<file path="config.mk">
export PLATFORM = sky130hd
export DESIGN_NAME = addac_ctrl
export DESIGN_NICKNAME = d
export VERILOG_FILES = /design/src/rtl/addac_pkg.sv /design/src/rtl/addac_shreg.sv /design/src/rtl/addac_ctrl.sv
export SDC_FILE = /design/constraint.sdc
export NUM_CORES = 1
export LEC_CHECK = 0
export ABC_AREA = 1
export BUFFER_PORTS_ARGS = -buffer_cell sky130_fd_sc_hd__clkbuf_2
export CORE_UTILIZATION = 38
export CTS_BUF_LIST = sky130_fd_sc_hd__clkbuf_8
export DETAILED_ROUTE_END_ITERATION = 8
export PLACE_DENSITY = 0.58
export SYNTH_ARGS = -nofsm -noshare
export SYNTH_HDL_FRONTEND = slang
export SYNTH_SLANG_ARGS = --single-unit
</file>
<file path="constraint.sdc">
create_clock -name clk -period 3.9 [get_ports clk]
set_input_delay 0.39 -clock clk [delete_from_list [all_inputs] [get_ports clk]]
set_output_delay 0.39 -clock clk [all_outputs]
set_load 0.02 [all_outputs]
</file>
<file path="src/rtl/addac_pkg.sv">
// Shared types and defaults for the addac serial-cell controller.
package addac_pkg;

  localparam int ADDAC_DEF_WIDTH = 8;

  typedef enum logic [2:0] {
    IDLE,
    CLEAR,
    DRIVE,
    PULSE,
    DONE
  } addac_state_t;

endpackage

</file>
<file path="src/rtl/addac_shreg.sv">
// Right-shift register with parallel load, serial input at the MSB and shift enable.
module addac_shreg
  import addac_pkg::*;
#(
  parameter int WIDTH = ADDAC_DEF_WIDTH
) (
  input  logic             clk,
  input  logic             rst,
  input  logic             load,
  input  logic [WIDTH-1:0] load_val,
  input  logic             shift,
  input  logic             sin,
  output logic [WIDTH-1:0] q
);

  always_ff @(posedge clk or negedge rst) begin
    if (!rst) begin
      q <= '0;
    end else if (load) begin
      q <= load_val;
    end else if (shift) begin
      q <= {sin, q[WIDTH-1:1]};
    end
  end

endmodule

</file>
<file path="src/rtl/addac_ctrl.sv">
// Parallel-to-serial controller for the addac bit-serial adder cell.
// Define ADDAC_SUB_EN to add the subtract mode (sub input, ser_cset output).
//
// state | meaning
// IDLE  | waiting for start
// CLEAR | clearing (or presetting) the cell carry
// DRIVE | presenting the current operand bits
// PULSE | strobing the cell; sum bit captured at the end
// DONE  | result valid, done pulse
module addac_ctrl
  import addac_pkg::*;
#(
  parameter int WIDTH = ADDAC_DEF_WIDTH
) (
  input  logic             clk,
  input  logic             rst,
  input  logic             start,
  input  logic [WIDTH-1:0] op_a,
  input  logic [WIDTH-1:0] op_b,
`ifdef ADDAC_SUB_EN
  input  logic             sub,
  output logic             ser_cset,
`endif
  output logic             busy,
  output logic             done,
  output logic [WIDTH-1:0] result,
  output logic             carry,
  output logic             ser_a,
  output logic             ser_b,
  output logic             ser_clr,
  output logic             ser_stb,
  input  logic             ser_s,
  input  logic             ser_cout
);

  localparam int CW = (WIDTH > 1) ? $clog2(WIDTH) : 1;

  addac_state_t     state, state_nxt;
  logic [CW-1:0]    cnt;
  logic             accept, ab_shift, res_shift, last;
  logic             sub_q;
  logic [WIDTH-1:0] a_q, b_q, res_q;
  logic             unused_bits;

  always_ff @(posedge clk or negedge rst) begin
    if (!rst) state <= IDLE;
    else      state <= state_nxt;
  end

  always_comb begin
    state_nxt = state;
    accept    = 1'b0;
    ab_shift  = 1'b0;
    res_shift = 1'b0;
    last      = 1'b0;
    case (state)
      IDLE: begin
        if (start) begin
          accept    = 1'b1;
          state_nxt = CLEAR;
        end
      end
      CLEAR: state_nxt = DRIVE;
      // Operand regs advance here; ser_a/ser_b keep the bit through PULSE.
      DRIVE: begin
        ab_shift  = 1'b1;
        state_nxt = PULSE;
      end
      PULSE: begin
        res_shift = 1'b1;
        last      = (cnt == CW'(WIDTH - 1));
        state_nxt = last ? DONE : DRIVE;
      end
      DONE:    state_nxt = IDLE;
      default: state_nxt = IDLE;
    endcase
  end

  always_ff @(posedge clk or negedge rst) begin
    if (!rst)           cnt <= '0;
    else if (accept)    cnt <= '0;
    else if (res_shift) cnt <= cnt + CW'(1);
  end

`ifdef ADDAC_SUB_EN
  always_ff @(posedge clk or negedge rst) begin
    if (!rst)        sub_q <= 1'b0;
    else if (accept) sub_q <= sub;
  end

  always_ff @(posedge clk or negedge rst) begin
    if (!rst) ser_cset <= 1'b0;
    else      ser_cset <= (state_nxt == CLEAR) && sub;
  end
`else
  assign sub_q = 1'b0;
`endif

  addac_shreg #(.WIDTH(WIDTH)) u_sh_a (
    .clk(clk), .rst(rst), .load(accept), .load_val(op_a),
    .shift(ab_shift), .sin(1'b0), .q(a_q)
  );

  addac_shreg #(.WIDTH(WIDTH)) u_sh_b (
    .clk(clk), .rst(rst), .load(accept), .load_val(op_b),
    .shift(ab_shift), .sin(1'b0), .q(b_q)
  );

  addac_shreg #(.WIDTH(WIDTH)) u_sh_res (
    .clk(clk), .rst(rst), .load(accept), .load_val('0),
    .shift(res_shift), .sin(ser_s), .q(res_q)
  );

  // Only the operand LSBs are observed; the result LSB is the reload value shifted out.
  assign unused_bits = ^{a_q[WIDTH-1:1], b_q[WIDTH-1:1], res_q[0]};

  always_ff @(posedge clk or negedge rst) begin
    if (!rst) begin
      busy    <= 1'b0;
      done    <= 1'b0;
      ser_clr <= 1'b0;
      ser_stb <= 1'b0;
      ser_a   <= 1'b0;
      ser_b   <= 1'b0;
      result  <= '0;
      carry   <= 1'b0;
    end else begin
      busy    <= (state_nxt != IDLE);
      done    <= (state_nxt == DONE);
      ser_clr <= (state_nxt == CLEAR);
      ser_stb <= (state_nxt == PULSE);
      if (state_nxt == DRIVE) begin
        ser_a <= a_q[0];
        ser_b <= b_q[0] ^ sub_q;
      end else if (state_nxt != PULSE) begin
        ser_a <= 1'b0;
        ser_b <= 1'b0;
      end
      if (last) begin
        result <= {ser_s, res_q[WIDTH-1:1]};
        carry  <= ser_cout;
      end
    end
  end

endmodule

</file>
==> run_results.csv <==
group,metric,value,unit
placed_design,pre_cts_slack,2.338,ns
logic_synthesis,yosys.cell_count.top_type,"sky130_fd_sc_hd__nand2_1",
timing,hold_slack,0.1690,ns
timing,setup-tns-final,0,ns
placed_design,place.detailed.hpwl,2.349,mm
global_routing,maximum_number_of_pins_on_one_net_before_global_route_repair,45,
floorplanning,die_width,73.07,um
final_layout,num_antenna_cells,0,
min_path,hold_class,"input port to async pin",
global_routing,grt_remaining_overflow,0,
logic_synthesis,ys_ff_latch,44,
floorplanning,die_height,73.07,um
run,drv_cap,0,
drt,drt_pre_antenna_iters,4,
global_routing,busiest_layer_in_global_routing,"met2",
logic_synthesis,synth-seq-area-share,57.37,%
timing,timing.fmax,0.6385,GHz
drt,wl,3.531,mm
drt,drc,0,
placed_design,gp_routability_congestion,0.7461,
floorplanning,initial_core_util,40.10,%
floorplanning,io_pins,36,
logic_synthesis,synth_area,1919,um^2
drt,wire_per_inst,11.03,um
clock_tree,h_tree_depth,2,
clock_tree,clock-root-buffer,"sky130_fd_sc_hd__clkbuf_8",
final_layout,layout.nets,275,
clock_tree,cts.repair_timing.setup_buffer_count,0,
logic_synthesis,syn_inst,213,
final_layout,area_delta_synth_final,18.12,%
timing,period_needed,1.566,ns
logic_synthesis,netlist.area_leader.share,57.37,%
global_routing,wire_length_of_the_first_global_routing_pass,5.996,mm
setup_path,critical_path_peak_fanout,19,
drt,detail-route-antenna-nets,0,
clock_tree,cts_made_buffers,5,
global_routing,number_of_antenna_violations_at_the_first_check_in_global_routing,0,
logic_synthesis,synth-edff-count,0,
logic_synthesis,synth.lib_cells_used.distinct,20,
floorplanning,design.die.area,5339,um^2
logic_synthesis,avgSynthCellArea,9.011,um^2
power_and_ir_drop,power.density,781.3,nW/um^2
final_layout,multiInputGateArea,660.6,um^2
clock_tree,post_cts_resize_count,0,
setup_path,r2r_slack,2.33,ns
power_and_ir_drop,cellLeakagePower,1.268,nW
logic_synthesis,yosysWarnings,0,
global_routing,grt_use_met2,23.25,%
floorplanning,placement_rows,25,
run_status,outcome,"completed",
final_layout,fraction_of_final_layout_cells_with_drive_strength_greater_than_1,20.55,%
drt,dr.first_iter.drc_count,97,
drt,post_drt_via_cell_ratio,4.509,
power_and_ir_drop,ir_drop,326.4,uV
clock_tree,clk_pin_slew,0.08,ns
timing,fin_ws,2.334,ns
global_routing,grt_util_met1,18.67,%
timing,rsz0062_at_grt,"no",
global_routing,groute.usage.overall,14.77,%
logic_synthesis,ys_top_cells_by_area,"sky130_fd_sc_hd__dfrtp_1, sky130_fd_sc_hd__nand2_1, sky130_fd_sc_hd__inv_1",
drt,via_count,1443,
setup_path,cp.arrival,1.73,ns
clock_tree,clock_tree_from_tritoncts,"yes",
power_and_ir_drop,report.power.total,1.771,mW
logic_synthesis,ys_top_cells_by_count,"sky130_fd_sc_hd__nand2_1, sky130_fd_sc_hd__dfrtp_1, sky130_fd_sc_hd__inv_1",
timing,post-route-period-util,40.16,%
global_routing,number_of_global_route_vias_before_repair,1364,
setup_path,cp-start-kind,"register",
global_routing,grt.met3_usage,4.696,%
timing,worst_clock_skew,0.008967,ns
timing,tightest_pin_transition,0.5472,ns
setup_path,worst_setup_path_end_kind,"register",
clock_tree,clock_sink_count,44,
clock_tree,hold_buffers,0,
setup_path,worst_ep_required_time,4.07,ns
final_layout,final-seq-area,1101,um^2
timing,slew_headroom,63.52,%
logic_synthesis,dominantRegCellSynth,"sky130_fd_sc_hd__dfrtp_1",
timing,hold_violations,0,
setup_path,critPathKind,"register to register",
clock_tree,longest_clk_path_bufs,2,
logic_synthesis,mappedNetlistNets,236,
floorplanning,placeableCoreArea,4786,um^2
timing,slew_viol_final,0,
logic_synthesis,postSynth.asyncResetShare,100.0,%
logic_synthesis,synth_top_cell_by_area,"sky130_fd_sc_hd__dfrtp_1",
placed_design,buffer_ports.inserted,35,
clock_tree,insertion_delay,0.29,ns
final_layout,fillCellCount,486,
timing,setup_viol_count_final,0,
-- sequential cells by signal, indices dropped and copies added (netlist names) --
| signal | count |
|---|---|
| result | 8 |
| u_sh_a.q | 8 |
| u_sh_b.q | 8 |
| u_sh_res.q | 7 |
| cnt | 3 |
| state | 3 |
| busy | 1 |
| carry | 1 |
| done | 1 |
| ser_a | 1 |
| ser_b | 1 |
| ser_clr | 1 |
| ser_stb | 1 |
-- power breakdown --
| group | total [mW] | internal [mW] | switching (mW) |
|---|---|---|---|
| logic | 0.698 | 0.234 | 0.464 |
| registers | 0.735 | 0.644 | 0.0905 |
| clock network | 0.338 | 0.188 | 0.151 |
-- final cells by class --
type / instances / area share [%]
flip-flops and latches: 44 / 48.57
multi-input cells: 132 / 29.14
repair buffers: 38 / 8.720
inverters: 31 / 5.132
well taps: 67 / 3.698
clock buffers: 5 / 3.035
clock inverters: 3 / 1.711
-- through the flow --
step	util, %	cells	area (um^2)
after floorplan	-	213	1919
after global placement	45.12	312	2160
after detailed placement	45.12	312	2160
after CTS	47.37	320	2267
after global routing	47.37	320	2267
final	47.37	320	2267
-- kinds of logic (layout without fill, tap and decap cells) --
kind of cell | Yosys count | count (layout) | synth area share, %
simple gates | 110 | 110 | 27.25
fa+ha+maj | 2 | 2 | 1.304
compound gates | 20 | 20 | 5.867
buf+inv | 37 | 77 | 8.213
flops | 44 | 44 | 57.37
-- placed cells by master, fill, tap and decap left out --
master and n:
sky130_fd_sc_hd__nand2_1 70, sky130_fd_sc_hd__dfrtp_1 44, sky130_fd_sc_hd__clkbuf_2 35, sky130_fd_sc_hd__inv_1 31
sky130_fd_sc_hd__nand3_1 18, sky130_fd_sc_hd__nand3b_1 14, sky130_fd_sc_hd__o21ai_0 10, sky130_fd_sc_hd__o22ai_1 7
sky130_fd_sc_hd__clkbuf_8 5, sky130_fd_sc_hd__buf_4 3, sky130_fd_sc_hd__nor2_1 2, sky130_fd_sc_hd__nor2_4 2
sky130_fd_sc_hd__nand2_4 2, sky130_fd_sc_hd__ha_1 2, sky130_fd_sc_hd__nand2_2 1, sky130_fd_sc_hd__nor2_2 1
sky130_fd_sc_hd__a31oi_1 1, sky130_fd_sc_hd__inv_2 1, sky130_fd_sc_hd__a21oi_1 1, sky130_fd_sc_hd__o211ai_1 1
sky130_fd_sc_hd__bufinv_16 1, sky130_fd_sc_hd__clkinv_2 1
-- worst max-delay path, cell delays in order, from the launching register on --
cell	delay (ns)
sky130_fd_sc_hd__dfrtp_1	0.47
sky130_fd_sc_hd__nor2_4	0.35
sky130_fd_sc_hd__nand2_4	0.22
sky130_fd_sc_hd__nand2_1	0.28
sky130_fd_sc_hd__o22ai_1	0.11
-- layer usage --
layer,vias to the layer above,routed length (um)
met5,-,0
met4,0,44
met3,4,149
met2,27,1660
met1,664,1678
li1,748,-
-- worst paths after layout --
check                      cells past startpoint         from       endpoint
setup / recovery                               4     state[2]  u_sh_res.q[6]
hold / removal                                 2          rst      result[4]
setup reg to reg                               4     state[2]  u_sh_res.q[6]
hold reg to reg                                2  u_sh_a.q[6]    u_sh_a.q[6]
max in group asynchronous                      2          rst    u_sh_b.q[5]
min in group clk                               3     ser_cout          carry
Note: power is estimated with default switching activity, not from simulation.
